<file path="src/rtl/natv_axil_pkg.sv">
// rtl/natv_axil_pkg.sv - shared state encoding and AXI protection constants for the native-to-AXI-lite bridge
package natv_axil_pkg;

  typedef enum logic [2:0] {
    ST_IDLE    = 3'd0,
    ST_WR_ADDR = 3'd1,
    ST_WR_RESP = 3'd2,
    ST_RD_ADDR = 3'd3,
    ST_RD_RESP = 3'd4,
    ST_DRAIN   = 3'd5
  } state_t;

  localparam logic [2:0] PROT_DATA  = 3'b000;
  localparam logic [2:0] PROT_INSTR = 3'b100;

  function automatic logic [2:0] axi_prot(input logic instr);
    return instr ? PROT_INSTR : PROT_DATA;
  endfunction

endpackage

</file>
<file path="src/rtl/natv_axil_bridge.sv">
// rtl/natv_axil_bridge.sv - CPU native memory port to AXI-lite master bridge with forced completion on timeout
module natv_axil_bridge
  import natv_axil_pkg::*;
#(
  parameter int unsigned TIMEOUT_CYCLES = 1024,
  parameter logic [31:0] ERR_RDATA      = 32'hFFFF_FFFF
) (
  input  logic        clk_i,
  input  logic        rst_i,
  input  logic        mem_valid,
  input  logic        mem_instr,
  output logic        mem_ready,
  input  logic [31:0] mem_addr,
  input  logic [31:0] mem_wdata,
  input  logic [3:0]  mem_wstrb,
  output logic [31:0] mem_rdata,
  output logic        mem_axi_awvalid,
  input  logic        mem_axi_awready,
  output logic [31:0] mem_axi_awaddr,
  output logic [2:0]  mem_axi_awprot,
  output logic        mem_axi_wvalid,
  input  logic        mem_axi_wready,
  output logic [31:0] mem_axi_wdata,
  output logic [3:0]  mem_axi_wstrb,
  input  logic        mem_axi_bvalid,
  output logic        mem_axi_bready,
  output logic        mem_axi_arvalid,
  input  logic        mem_axi_arready,
  output logic [31:0] mem_axi_araddr,
  output logic [2:0]  mem_axi_arprot,
  input  logic        mem_axi_rvalid,
  output logic        mem_axi_rready,
  input  logic [31:0] mem_axi_rdata,
  output logic        timeout_o
);

  localparam int unsigned CNT_W = $clog2(TIMEOUT_CYCLES + 1);
  localparam logic [CNT_W-1:0] CNT_LAST = CNT_W'(TIMEOUT_CYCLES - 1);

  state_t             state_q, state_d;
  logic [CNT_W-1:0]   cnt_q, cnt_d;
  logic               awvalid_q, awvalid_d;
  logic               wvalid_q, wvalid_d;
  logic               arvalid_q, arvalid_d;
  logic               bready_q, bready_d;
  logic               rready_q, rready_d;
  logic               mem_ready_q, mem_ready_d;
  logic               timeout_q, timeout_d;
  logic               is_wr_q, is_wr_d;
  logic [31:0]        rdata_q, rdata_d;
  logic [31:0]        addr_q, addr_d;
  logic [31:0]        wdata_q, wdata_d;
  logic [3:0]         wstrb_q, wstrb_d;
  logic [2:0]         prot_q, prot_d;

  logic aw_left, w_left, ar_left, b_hs, r_hs, expire;

  // A valid still pending after this edge is one that was not handshaken this cycle.
  assign aw_left = awvalid_q && !mem_axi_awready;
  assign w_left  = wvalid_q && !mem_axi_wready;
  assign ar_left = arvalid_q && !mem_axi_arready;
  assign b_hs    = bready_q && mem_axi_bvalid;
  assign r_hs    = rready_q && mem_axi_rvalid;
  assign expire  = (cnt_q == CNT_LAST);

  always_ff @(posedge clk_i) begin
    if (rst_i) begin
      state_q     <= ST_IDLE;
      cnt_q       <= '0;
      awvalid_q   <= 1'b0;
      wvalid_q    <= 1'b0;
      arvalid_q   <= 1'b0;
      bready_q    <= 1'b0;
      rready_q    <= 1'b0;
      mem_ready_q <= 1'b0;
      timeout_q   <= 1'b0;
      is_wr_q     <= 1'b0;
      rdata_q     <= '0;
      addr_q      <= '0;
      wdata_q     <= '0;
      wstrb_q     <= '0;
      prot_q      <= '0;
    end else begin
      state_q     <= state_d;
      cnt_q       <= cnt_d;
      awvalid_q   <= awvalid_d;
      wvalid_q    <= wvalid_d;
      arvalid_q   <= arvalid_d;
      bready_q    <= bready_d;
      rready_q    <= rready_d;
      mem_ready_q <= mem_ready_d;
      timeout_q   <= timeout_d;
      is_wr_q     <= is_wr_d;
      rdata_q     <= rdata_d;
      addr_q      <= addr_d;
      wdata_q     <= wdata_d;
      wstrb_q     <= wstrb_d;
      prot_q      <= prot_d;
    end
  end

  always_comb begin
    state_d     = state_q;
    cnt_d       = cnt_q;
    awvalid_d   = awvalid_q;
    wvalid_d    = wvalid_q;
    arvalid_d   = arvalid_q;
    bready_d    = bready_q;
    rready_d    = rready_q;
    mem_ready_d = 1'b0;
    timeout_d   = 1'b0;
    is_wr_d     = is_wr_q;
    rdata_d     = rdata_q;
    addr_d      = addr_q;
    wdata_d     = wdata_q;
    wstrb_d     = wstrb_q;
    prot_d      = prot_q;

    if (state_q != ST_IDLE && state_q != ST_DRAIN) begin
      cnt_d = cnt_q + 1'b1;
    end

    case (state_q)
      ST_IDLE: begin
        cnt_d = '0;
        // mem_ready_q blocks re-accepting the request that was just completed.
        if (mem_valid && !mem_ready_q) begin
          addr_d  = mem_addr;
          wdata_d = mem_wdata;
          wstrb_d = mem_wstrb;
          prot_d  = axi_prot(mem_instr);
          cnt_d   = CNT_W'(1);
          if (mem_wstrb != 4'b0000) begin
            state_d   = ST_WR_ADDR;
            awvalid_d = 1'b1;
            wvalid_d  = 1'b1;
            is_wr_d   = 1'b1;
          end else begin
            state_d   = ST_RD_ADDR;
            arvalid_d = 1'b1;
            is_wr_d   = 1'b0;
          end
        end
      end

      ST_WR_ADDR: begin
        awvalid_d = aw_left;
        wvalid_d  = w_left;
        if (expire) begin
          mem_ready_d = 1'b1;
          timeout_d   = 1'b1;
          bready_d    = 1'b1;
          state_d     = ST_DRAIN;
        end else if (!aw_left && !w_left) begin
          bready_d = 1'b1;
          state_d  = ST_WR_RESP;
        end
      end

      ST_WR_RESP: begin
        if (b_hs) begin
          mem_ready_d = 1'b1;
          bready_d    = 1'b0;
          state_d     = ST_IDLE;
        end else if (expire) begin
          mem_ready_d = 1'b1;
          timeout_d   = 1'b1;
          state_d     = ST_DRAIN;
        end
      end

      ST_RD_ADDR: begin
        arvalid_d = ar_left;
        if (expire) begin
          mem_ready_d = 1'b1;
          timeout_d   = 1'b1;
          rdata_d     = ERR_RDATA;
          rready_d    = 1'b1;
          state_d     = ST_DRAIN;
        end else if (!ar_left) begin
          rready_d = 1'b1;
          state_d  = ST_RD_RESP;
        end
      end

      ST_RD_RESP: begin
        if (r_hs) begin
          rdata_d     = mem_axi_rdata;
          mem_ready_d = 1'b1;
          rready_d    = 1'b0;
          state_d     = ST_IDLE;
        end else if (expire) begin
          mem_ready_d = 1'b1;
          timeout_d   = 1'b1;
          rdata_d     = ERR_RDATA;
          state_d     = ST_DRAIN;
        end
      end

      ST_DRAIN: begin
        // The CPU already saw completion; finish the AXI transaction and drop its response.
        awvalid_d = aw_left;
        wvalid_d  = w_left;
        arvalid_d = ar_left;
        if (is_wr_q ? b_hs : r_hs) begin
          bready_d = 1'b0;
          rready_d = 1'b0;
          state_d  = ST_IDLE;
        end
      end

      default: begin
        state_d = ST_IDLE;
      end
    endcase
  end

  assign mem_ready       = mem_ready_q;
  assign mem_rdata       = rdata_q;
  assign timeout_o       = timeout_q;
  assign mem_axi_awvalid = awvalid_q;
  assign mem_axi_awaddr  = addr_q;
  assign mem_axi_awprot  = prot_q;
  assign mem_axi_wvalid  = wvalid_q;
  assign mem_axi_wdata   = wdata_q;
  assign mem_axi_wstrb   = wstrb_q;
  assign mem_axi_bready  = bready_q;
  assign mem_axi_arvalid = arvalid_q;
  assign mem_axi_araddr  = addr_q;
  assign mem_axi_arprot  = prot_q;
  assign mem_axi_rready  = rready_q;

endmodule

</file>
<file path="config.mk">
export PLATFORM = sky130hd
export DESIGN_NAME = natv_axil_bridge
export DESIGN_NICKNAME = d
export VERILOG_FILES = /design/src/rtl/natv_axil_pkg.sv /design/src/rtl/natv_axil_bridge.sv
export SDC_FILE = /design/constraint.sdc
export NUM_CORES = 1
export LEC_CHECK = 0
export BUFFER_PORTS_ARGS = -buffer_cell sky130_fd_sc_hd__clkbuf_2
export CAP_MARGIN = 20
export CORE_MARGIN = 5
export CORE_UTILIZATION = 47
export CTS_BUF_LIST = sky130_fd_sc_hd__clkbuf_8
export CTS_CLUSTER_DIAMETER = 80
export DETAILED_ROUTE_END_ITERATION = 8
export GPL_ROUTABILITY_DRIVEN = 0
export PLACE_DENSITY = 0.82
export SLEW_MARGIN = 20
export SYNTH_ARGS = -nofsm -noshare
export SYNTH_HDL_FRONTEND = slang
export SYNTH_SLANG_ARGS = --single-unit
</file>
<file path="constraint.sdc">
create_clock -name clk_i -period 1.84 [get_ports clk_i]
set_clock_uncertainty 0.1 [all_clocks]
set_input_delay 0.092 -clock clk_i [delete_from_list [all_inputs] [get_ports clk_i]]
set_output_delay 0.092 -clock clk_i [all_outputs]
set_load 0.1 [all_outputs]
</file>
## Yosys cells after proc, flatten, opt, wreduce, memory -nomap -nowiden

Cells that the tools add are included.
Widths: inputs -> output; s select.

| storage, ports and cells | value |
|---|---|
| flip-flop bits (word level) | 125 |

| cells by class | value |
|---|---|
| multiplexer cells | 43 |
| reductions and logical operators | 32 |
| eq/ne operators | 15 |
| add/sub/neg operators | 1 |

Operators by type and width:

| cell | number |
|---|---|
| $mux 32 | 2 |
| $pmux 32 s2 | 1 |
| $mux 3 | 10 |
| $mux 11 | 2 |
| $mux 1 | 19 |
| $pmux 3 s6 | 1 |
| $ne 2x2->1 const B | 6 |
| $pmux 1 s3 | 4 |
| $reduce_and 4->1 | 3 |
| $add 11x1->11 const B | 1 |
| $eq 11x10->1 const B | 1 |
| $ne 3x3->1 const B | 3 |
| $reduce_bool 3->1 | 3 |
| $logic_and 1x1->1 | 8 |
| $reduce_bool 2->1 | 4 |
| $eq 3x2->1 const B | 2 |
| $eq 3x3->1 const B | 2 |
| $logic_not 1->1 | 6 |
| $pmux 1 s2 | 3 |
| $reduce_and 3->1 | 2 |
| $reduce_or 2->1 | 3 |
| $reduce_bool 4->1 | 1 |
| $eq 3x1->1 const B | 1 |
| $logic_not 3->1 | 1 |
| 2 further kinds | 2 |

## Longest topological paths before layout

Gate-level depths: netlist (run 1).

| depth | value |
|---|---|
| word-level depth | 7 |
| gate-level depth with buffers | 7 |
| mapped depth without buffers | 6 |

## Worst setup path before layout (run 1)

No wires, ideal clock.

| timing | value |
|---|---|
| path type | register -> register |
| from | reg rready_q, in the netlist mem_axi_rready |
| to | reg state_q[0] |
| path slack | -273 ps |
| stages on the path, launching flop included | 6 |
| arrival | 1893 ps |
| period minus slack after synthesis | 2113 ps |
| data required time | 1620 ps |
| setup time | 120 ps |
| cells stage by stage | dfxtp_1 -> nand2_1 -> o21ai_0 -> or2_2 -> nand2_1 -> o31a_1 |

| between the ends | value |
|---|---|
| longest elaborated chain between the ends | 4 |

RTL lines:

| item | line | source |
|---|---|---|
| start, declared | natv_axil_bridge.sv:46 | `logic rready_q, rready_d;` |
| start signal, assigned | natv_axil_bridge.sv:90 | `rready_q <= rready_d;` |
| $logic_and 1x1->1 * | natv_axil_bridge.sv:63 | `assign r_hs = rready_q && mem_axi_rvalid;` |
| $mux 1 | natv_axil_bridge.sv:205 | `if (is_wr_q ? b_hs : r_hs) begin` |
| $ne 2x2->1 (no source line) | - |  |
| $reduce_and 4->1 (no source line) | - |  |
| end signal, assigned | natv_axil_bridge.sv:84 | `state_q <= state_d;` |
| end, declared | natv_axil_bridge.sv:40 | `state_t state_q, state_d;` |

Mark *: on every way between the ends. The rest lies on a longest branch, timed or not.
A chain may end at the register's enable or synchronous reset.

## Worst setup path after layout (run 1)

| timing | value |
|---|---|
| from | reg state_q[2] |
| to | reg wdata_q[9], in the netlist mem_axi_wdata[9] |

| between the ends | value |
|---|---|
| longest elaborated chain between the ends | 2 |

RTL lines:

| item | line | source |
|---|---|---|
| $logic_not 3->1 | natv_axil_bridge.sv:123 | `case (state_q)` |
| $reduce_and 2->1 (no source line) | - |  |
| end signal, assigned | natv_axil_bridge.sv:96 | `wdata_q <= wdata_d;` |
| end, declared | natv_axil_bridge.sv:52 | `logic [31:0] wdata_q, wdata_d;` |

Every way passes these cells.

==> results.py, run 1 <==
metrics = {
    "synthesis": {
        "synth_cells": 566,
        "synthFlopType": "dfxtp_1",
        "synth_area_mm2": 0.00497,
        "ys_seq_area_share_pct": 49.5,
        "synthTopCellsByCount": "nand2_1 (155), dfxtp_1 (123), a21oi_1 (85)",
        "synth_edf_count": 0,
        "ys_warn_count": 0,
        "synth-async-reset-ratio_pct": 0,
        "synthMostInstantiatedCell": "nand2_1",
        "synth_cell_types": 55,
        "ys_ff_latch": 123,
        "synthTopCellsByArea": "dfxtp_1 (49%), nand2_1 (12%), a21oi_1 (8.6%), buf_4 (7.1%), o221a_2 (4.1%)",
        "syn_area_per_cell_um2": 8.79,
        "synth.largest_area_cell": "dfxtp_1",
        "synth.top_cell.area_share_pct": 49.5,
    },
    "layout": {
        "nets": 999,
        "final_core_util_pct": 73.9,
        "drive_above_1_share_pct": 38.1,
        "areaGrowthSynthToFinish_pct": 53.3,
    },
    "power_and_ir_drop": {
        "net-switching-power_mw": 2.90,
        "seq_power_share_pct": 38.6,
        "peakVddDrop_v": 0.000593,
        "p_leak_nw": 3.50,
        "powerDensity_mw_per_mm2": 983,
        "clockPowerShare_pct": 31.5,
        "comb_power_share_pct": 30.0,
        "power_switching_share_pct": 38.7,
        "p_total_mw": 7.50,
        "internal_power_mw": 4.60,
    },
    "sta": {
        "fin_crit_sh_pct": 95.6,
        "fmax_mhz": 569,
        "rsz0062_at_grt": "false",
        "hold_ws_ps": 115,
        "setup_slack_ps": 81.3,
        "max_slew_margin_pct": 43.6,
        "setup_violations": 0,
        "fin_crit_ps": 1760,
        "drv_slew": 0,
        "setup_tns_ps": 0,
        "worst_pin_slew_ps": 847,
        "hold_viol": 0,
    },
    "global_route": {
        "grt_pass1_vias": 5474,
        "grt_pass1_wl_mm": 27.2,
        "grt_usage_pct": 26.4,
        "grt_overflow": 0,
        "antenna_found_initial": 2,
        "grt_max_degree": 79,
    },
    "die": {
        "rows": 37,
        "coreArea_mm2": 0.0103,
        "ios": 254,
        "die_h_um": 113,
        "dieArea_mm2": 0.0127,
        "die_w_um": 113,
        "initial_core_util_pct": 48.2,
    },
    "critical_path": {
        "startpoint_type": "flop",
        "critPathRequiredTime_ps": 2070,
        "crit_arrival_ps": 1990,
        "critPathKind": "flop to flop",
        "critPathMaxFanout": 47,
        "endpoint_kind": "flop",
        "rrSetupSlack_ps": 80,
    },
    "detailed_routing": {
        "drc_errors": 0,
        "first_pass_iters": 7,
        "avgRoutedWirePerCell_um": 17.1,
        "routed_wl_mm": 17.8,
        "viasPerCell": 5.31,
        "vias": 5527,
        "final_antenna_net_count": 0,
        "drt-initial-drc-count": 606,
    },
    "worst_hold_path": {
        "min_path_type": "input port to flop",
    },
    "place": {
        "place_hpwl_mm": 10.2,
        "place_ws_ps": -7.14,
        "io_buffers": 249,
    },
    "clocking": {
        "cts_root_buf": "clkbuf_8",
        "clock_latency_ps": 430,
        "cts_buffers": 17,
        "htree_levels": 4,
        "cts_tree": "built",
        "clkTransAtPathRegs_ps": 70,
        "cts.sinks": 123,
        "cts_buffer_depth": 2,
    },
    "outcome": {
        "run_status": "completed",
    },
    "job": {
        "max-cap-violations": 0,
    },
}
==> final timing paths <==
kind / start / end / cells past startpoint
setup / recovery: state_q[2] / mem_axi_wdata[9] / 6
hold / removal: mem_axi_bvalid / mem_ready / 5
setup reg to reg: state_q[2] / mem_axi_wdata[9] / 6
hold reg to reg: mem_axi_wstrb[3] / mem_axi_wstrb[3] / 2
==> flip-flops by register name, indices dropped and copies added, names as in the netlist, 3 cells and up <==
name and count:
mem_rdata 32, state_q 3, mem_axi_araddr 32, mem_axi_wdata 32, mem_axi_wstrb 4, cnt_q 11
==> critical path: stages, from the launching register on <==
cell	delay [ps]
dfxtp_1	500
buf_4	210
nor2_2	50
nand2_2	90
buf_6	320
nand2_1	110
a21oi_1	240
==> stage by stage <==
step / area, µm² / std cells
floorplan: 4990 / 569
global placement: 6090 / 896
detailed placement: 6090 / 896
CTS: 7550 / 1035
global route: 7630 / 1040
finish: 7630 / 1041
==> layout make-up <==
cell class              count  area [µm²]
repair buffers            376        2520
multi-input cells         368        2050
well taps                 136         170
inverters                   3        11.3
clock buffers              20         275
fillers                   665        2700
flip-flops and latches    123        2470
clock inverters            12         123
diodes                      3        7.51
==> cells by family after synthesis <==
group | Yosys count | synth area share, %
flip-flops | 123 | 49.5
AO/OA/AOI/OAI | 146 | 20.4
other | 1 | 0.0754
buffers and inverters | 79 | 10.2
adder cells (fa/ha/maj) | 1 | 0.251
AND/OR/NAND/NOR | 208 | 18.2
XOR/XNOR | 8 | 1.41
==> repair_timing <==
item	CTS	global route
pin swaps	1	3
resized for setup	0	8
hold buffers	105	0
hold endpoints to repair	107	0
gates cloned	0	2
buffers inserted	2	1
endpoints found under the setup margin	33	58
==> placed cells by master, fill, tap and decap left out, types with 4 or more instances in the layout <==
cell type / count
dfxtp_2: 7
dfxtp_1: 116
nand2_1: 155
nand3_1: 4
clkbuf_8: 20
clkbuf_2: 249
o211ai_1: 4
a21oi_1: 85
conb_1: 4
buf_4: 17
nor2b_1: 5
xor2_1: 7
o221a_2: 18
dlygate4sd3_1: 105
o21ai_0: 7
inv_1: 4
nor2_1: 17
o221a_1: 14
==> power groups by stage <==
stage	registers, mW	logic [mW]	clock network (mW)
global route	2.91	2.33	2.54
detailed placement	2.94	2.01	0
global placement	2.93	1.99	0
finish	2.89	2.25	2.36
CTS	2.88	2.19	2.39
floorplan	3.77	0.864	0
==> layer usage <==
| metal | GRT usage [%] | wire length, µm |
|---|---|---|
| met3 | 8.50 | 1530 |
| met2 | 48.1 | 9240 |
| met5 | 0 | 0 |
| met4 | 14.0 | 819 |
| met1 | 26.6 | 6180 |
(Power assumes the default switching activity.)
==> run 2, diff against run 1 <==
Settings changed: CORE_MARGIN 5 to 2, CORE_UTILIZATION 47 to 45, CTS_BUF_LIST sky130_fd_sc_hd__clkbuf_8 to unset, PLACE_DENSITY 0.82 to 0.79.
==> run 2 against run 1 <==
  * Via count up 0.38%
  * Count of clock-buffer cells in the layout rose by 5
  * Register-to-register slack lost 80 ps
  * Wire length down 1.5%
  * Die area shrank 6.5%
  * Worst setup slack got worse by 81 ps
  * First-iteration DRC count shrank 20%
  * Power is 11% higher
  * Final area grew 4.9%
  * Sequential share of layout area fell by 1.5 points
  * Highest routed layer unchanged
==> results.py, run 2 (synthesized netlist as in run 1, its figures left out) <==
metrics = {
    "die": {
        "coreArea_mm2": 0.0108,
        "dieArea_mm2": 0.0119,
        "die_h_um": 109,
        "rows": 38,
        "ios": 254,
        "initial_core_util_pct": 46.1,
        "die_w_um": 109,
    },
    "detailed_routing": {
        "final_antenna_net_count": 0,
        "first_pass_iters": 5,
        "drc_errors": 0,
        "viasPerCell": 5.29,
        "avgRoutedWirePerCell_um": 16.7,
        "vias": 5548,
        "routed_wl_mm": 17.5,
        "drt-initial-drc-count": 482,
    },
    "sta": {
        "fin_crit_ps": 1840,
        "setup_slack_ps": 0.166,
        "setup_violations": 0,
        "fin_crit_sh_pct": 100,
        "hold_ws_ps": 51.6,
        "fmax_mhz": 544,
        "worst_pin_slew_ps": 633,
        "rsz0062_at_grt": "true",
        "drv_slew": 0,
        "max_slew_margin_pct": 58.0,
        "hold_viol": 0,
    },
    "clocking": {
        "cts_root_buf": "clkbuf_8",
        "htree_levels": 4,
        "cts_buffers": 17,
        "clock_latency_ps": 520,
        "cts_buffer_depth": 2,
        "cts_tree": "built",
        "cts.sinks": 123,
        "clkTransAtPathRegs_ps": 60,
    },
    "global_route": {
        "grt_overflow": 0,
        "antenna_found_initial": 0,
        "grt_pass1_vias": 5180,
        "grt_max_degree": 79,
        "grt_usage_pct": 26.2,
        "grt_pass1_wl_mm": 24.1,
    },
    "place": {
        "place_hpwl_mm": 9.55,
        "place_ws_ps": -16.5,
        "dpl.cell_count": 900,
        "io_buffers": 249,
    },
    "layout": {
        "nets": 1004,
        "final_core_util_pct": 74.1,
        "layout_commonest_cell": "clkbuf_2",
        "stdcell_count": 1048,
        "areaGrowthSynthToFinish_pct": 60.8,
        "layout_common_cells": "clkbuf_2 (249), nand2_1 (155), dfxtp_1 (115), dlygate4sd3_1 (106), a21oi_1 (85)",
        "drive_above_1_share_pct": 38.1,
    },
    "critical_path": {
        "cpPeakStageDelay_ps": 350,
        "path_buf_inv": 1,
        "endpoint_kind": "flop",
        "rrSetupSlack_ps": 0.2,
        "critPathMaxFanout": 8,
        "critPathRequiredTime_ps": 2200,
        "critPathTopFamily": "compound AO/OA/AOI/OAI gates",
        "r2r-start": "cnt_q[1]",
        "cp_cell_sequence": "ha_4, and4b_2, nand4_4, a22oi_4, clkbuf_16, o221a_1",
        "crit_arrival_ps": 2200,
        "cp_slowest_cell": "dfxtp_2",
        "startpoint_type": "flop",
        "critPathKind": "flop to flop",
        "r2r_end": "mem_rdata[25]",
        "r2r_cells": 6,
    },
    "power_and_ir_drop": {
        "powerDensity_mw_per_mm2": 1040,
        "p_leak_nw": 3.64,
        "peakVddDrop_v": 0.000792,
    },
    "worst_hold_path": {
        "min_from": "mem_valid",
        "min_path_type": "input port to flop",
        "holdPathEnd": "mem_axi_awvalid",
        "worst_hold_path.num_cells": 5,
    },
    "job": {
        "max-cap-violations": 0,
    },
    "outcome": {
        "run_status": "completed",
    },
}
-- run 2: cell types whose count changed in the layout (fill, tap and decap cells not counted), sizes merged --
cell | previous run | this run
inv | 6 | 3
diode | 3 | 1
dlygate4sd3 | 105 | 106
clkinvlp | 3 | 1
clkbuf | 270 | 276
buf | 21 | 24
-- run 2: stage by stage --
stage | total power [mW] | setup TNS, ps | area [µm²]
detailed placement | 4.94 | -77.0 | 6090
finish | 8.31 | 0 | 8000
floorplan | 4.63 | 0 | 4990
global placement | 4.91 | 0 | 6090
CTS | 8.28 | 0 | 7740
global route | 8.57 | -1030 | 8000
-- run 2: how the worst max path moves through the flow --
stage	slack, ps	startpoint	cells past startpoint	endpoint
finish	0.2	cnt_q[1]	6	mem_rdata[25]
global route	-60	cnt_q[1]	6	mem_rdata[7]
CTS	0.6	cnt_q[1]	6	mem_rdata[14]
detailed placement	-20	cnt_q[1]	6	mem_rdata[14]
global placement	70	cnt_q[1]	6	mem_rdata[5]
floorplan	40	mem_axi_arvalid	4	mem_axi_rready
-- run 2: power by group --
part / internal (mW) / switching, mW
sequential: 2.80 / 0.0960
clock: 2.06 / 1.12
combinational: 0.495 / 1.75
-- run 2: routing by layer --
layer  global-route usage, %  wire [µm]  up-vias
li1                        -          -     2572
met5                       0          0        -
met1                    26.0       6180     2588
met2                    45.5       8980      309
met4                    18.9        874        0
met3                    8.91       1460       79
-- run 2: layout make-up --
type | count | area [µm²]
Inverter | 3 | 11.3
Fill cell | 677 | 2790
Clock buffer | 25 | 484
Sequential cell | 123 | 2470
Timing Repair Buffer | 381 | 2590
Multi-Input combinational cell | 368 | 2180
Antenna cell | 1 | 2.50
Clock inverter | 7 | 87.6
Tap cell | 140 | 175
-- run 2: repair_timing --
| item | 4_1_cts | 5_1_grt |
|---|---|---|
| buffers inserted | 2 | 3 |
| cloned | 0 | 4 |
| pin swaps | 1 | 25 |
| resized for setup | 0 | 24 |
| setup endpoints to repair | 31 | 70 |
| hold buffers | 106 | 0 |
| endpoints found under the hold margin | 112 | 0 |
-- run 2: worst reg2reg max path, stage by stage, from the launching register on --
cell	delay, ps
dfxtp_2	350
ha_4	140
and4b_2	270
nand4_4	170
a22oi_4	330
clkbuf_16	240
o221a_1	180
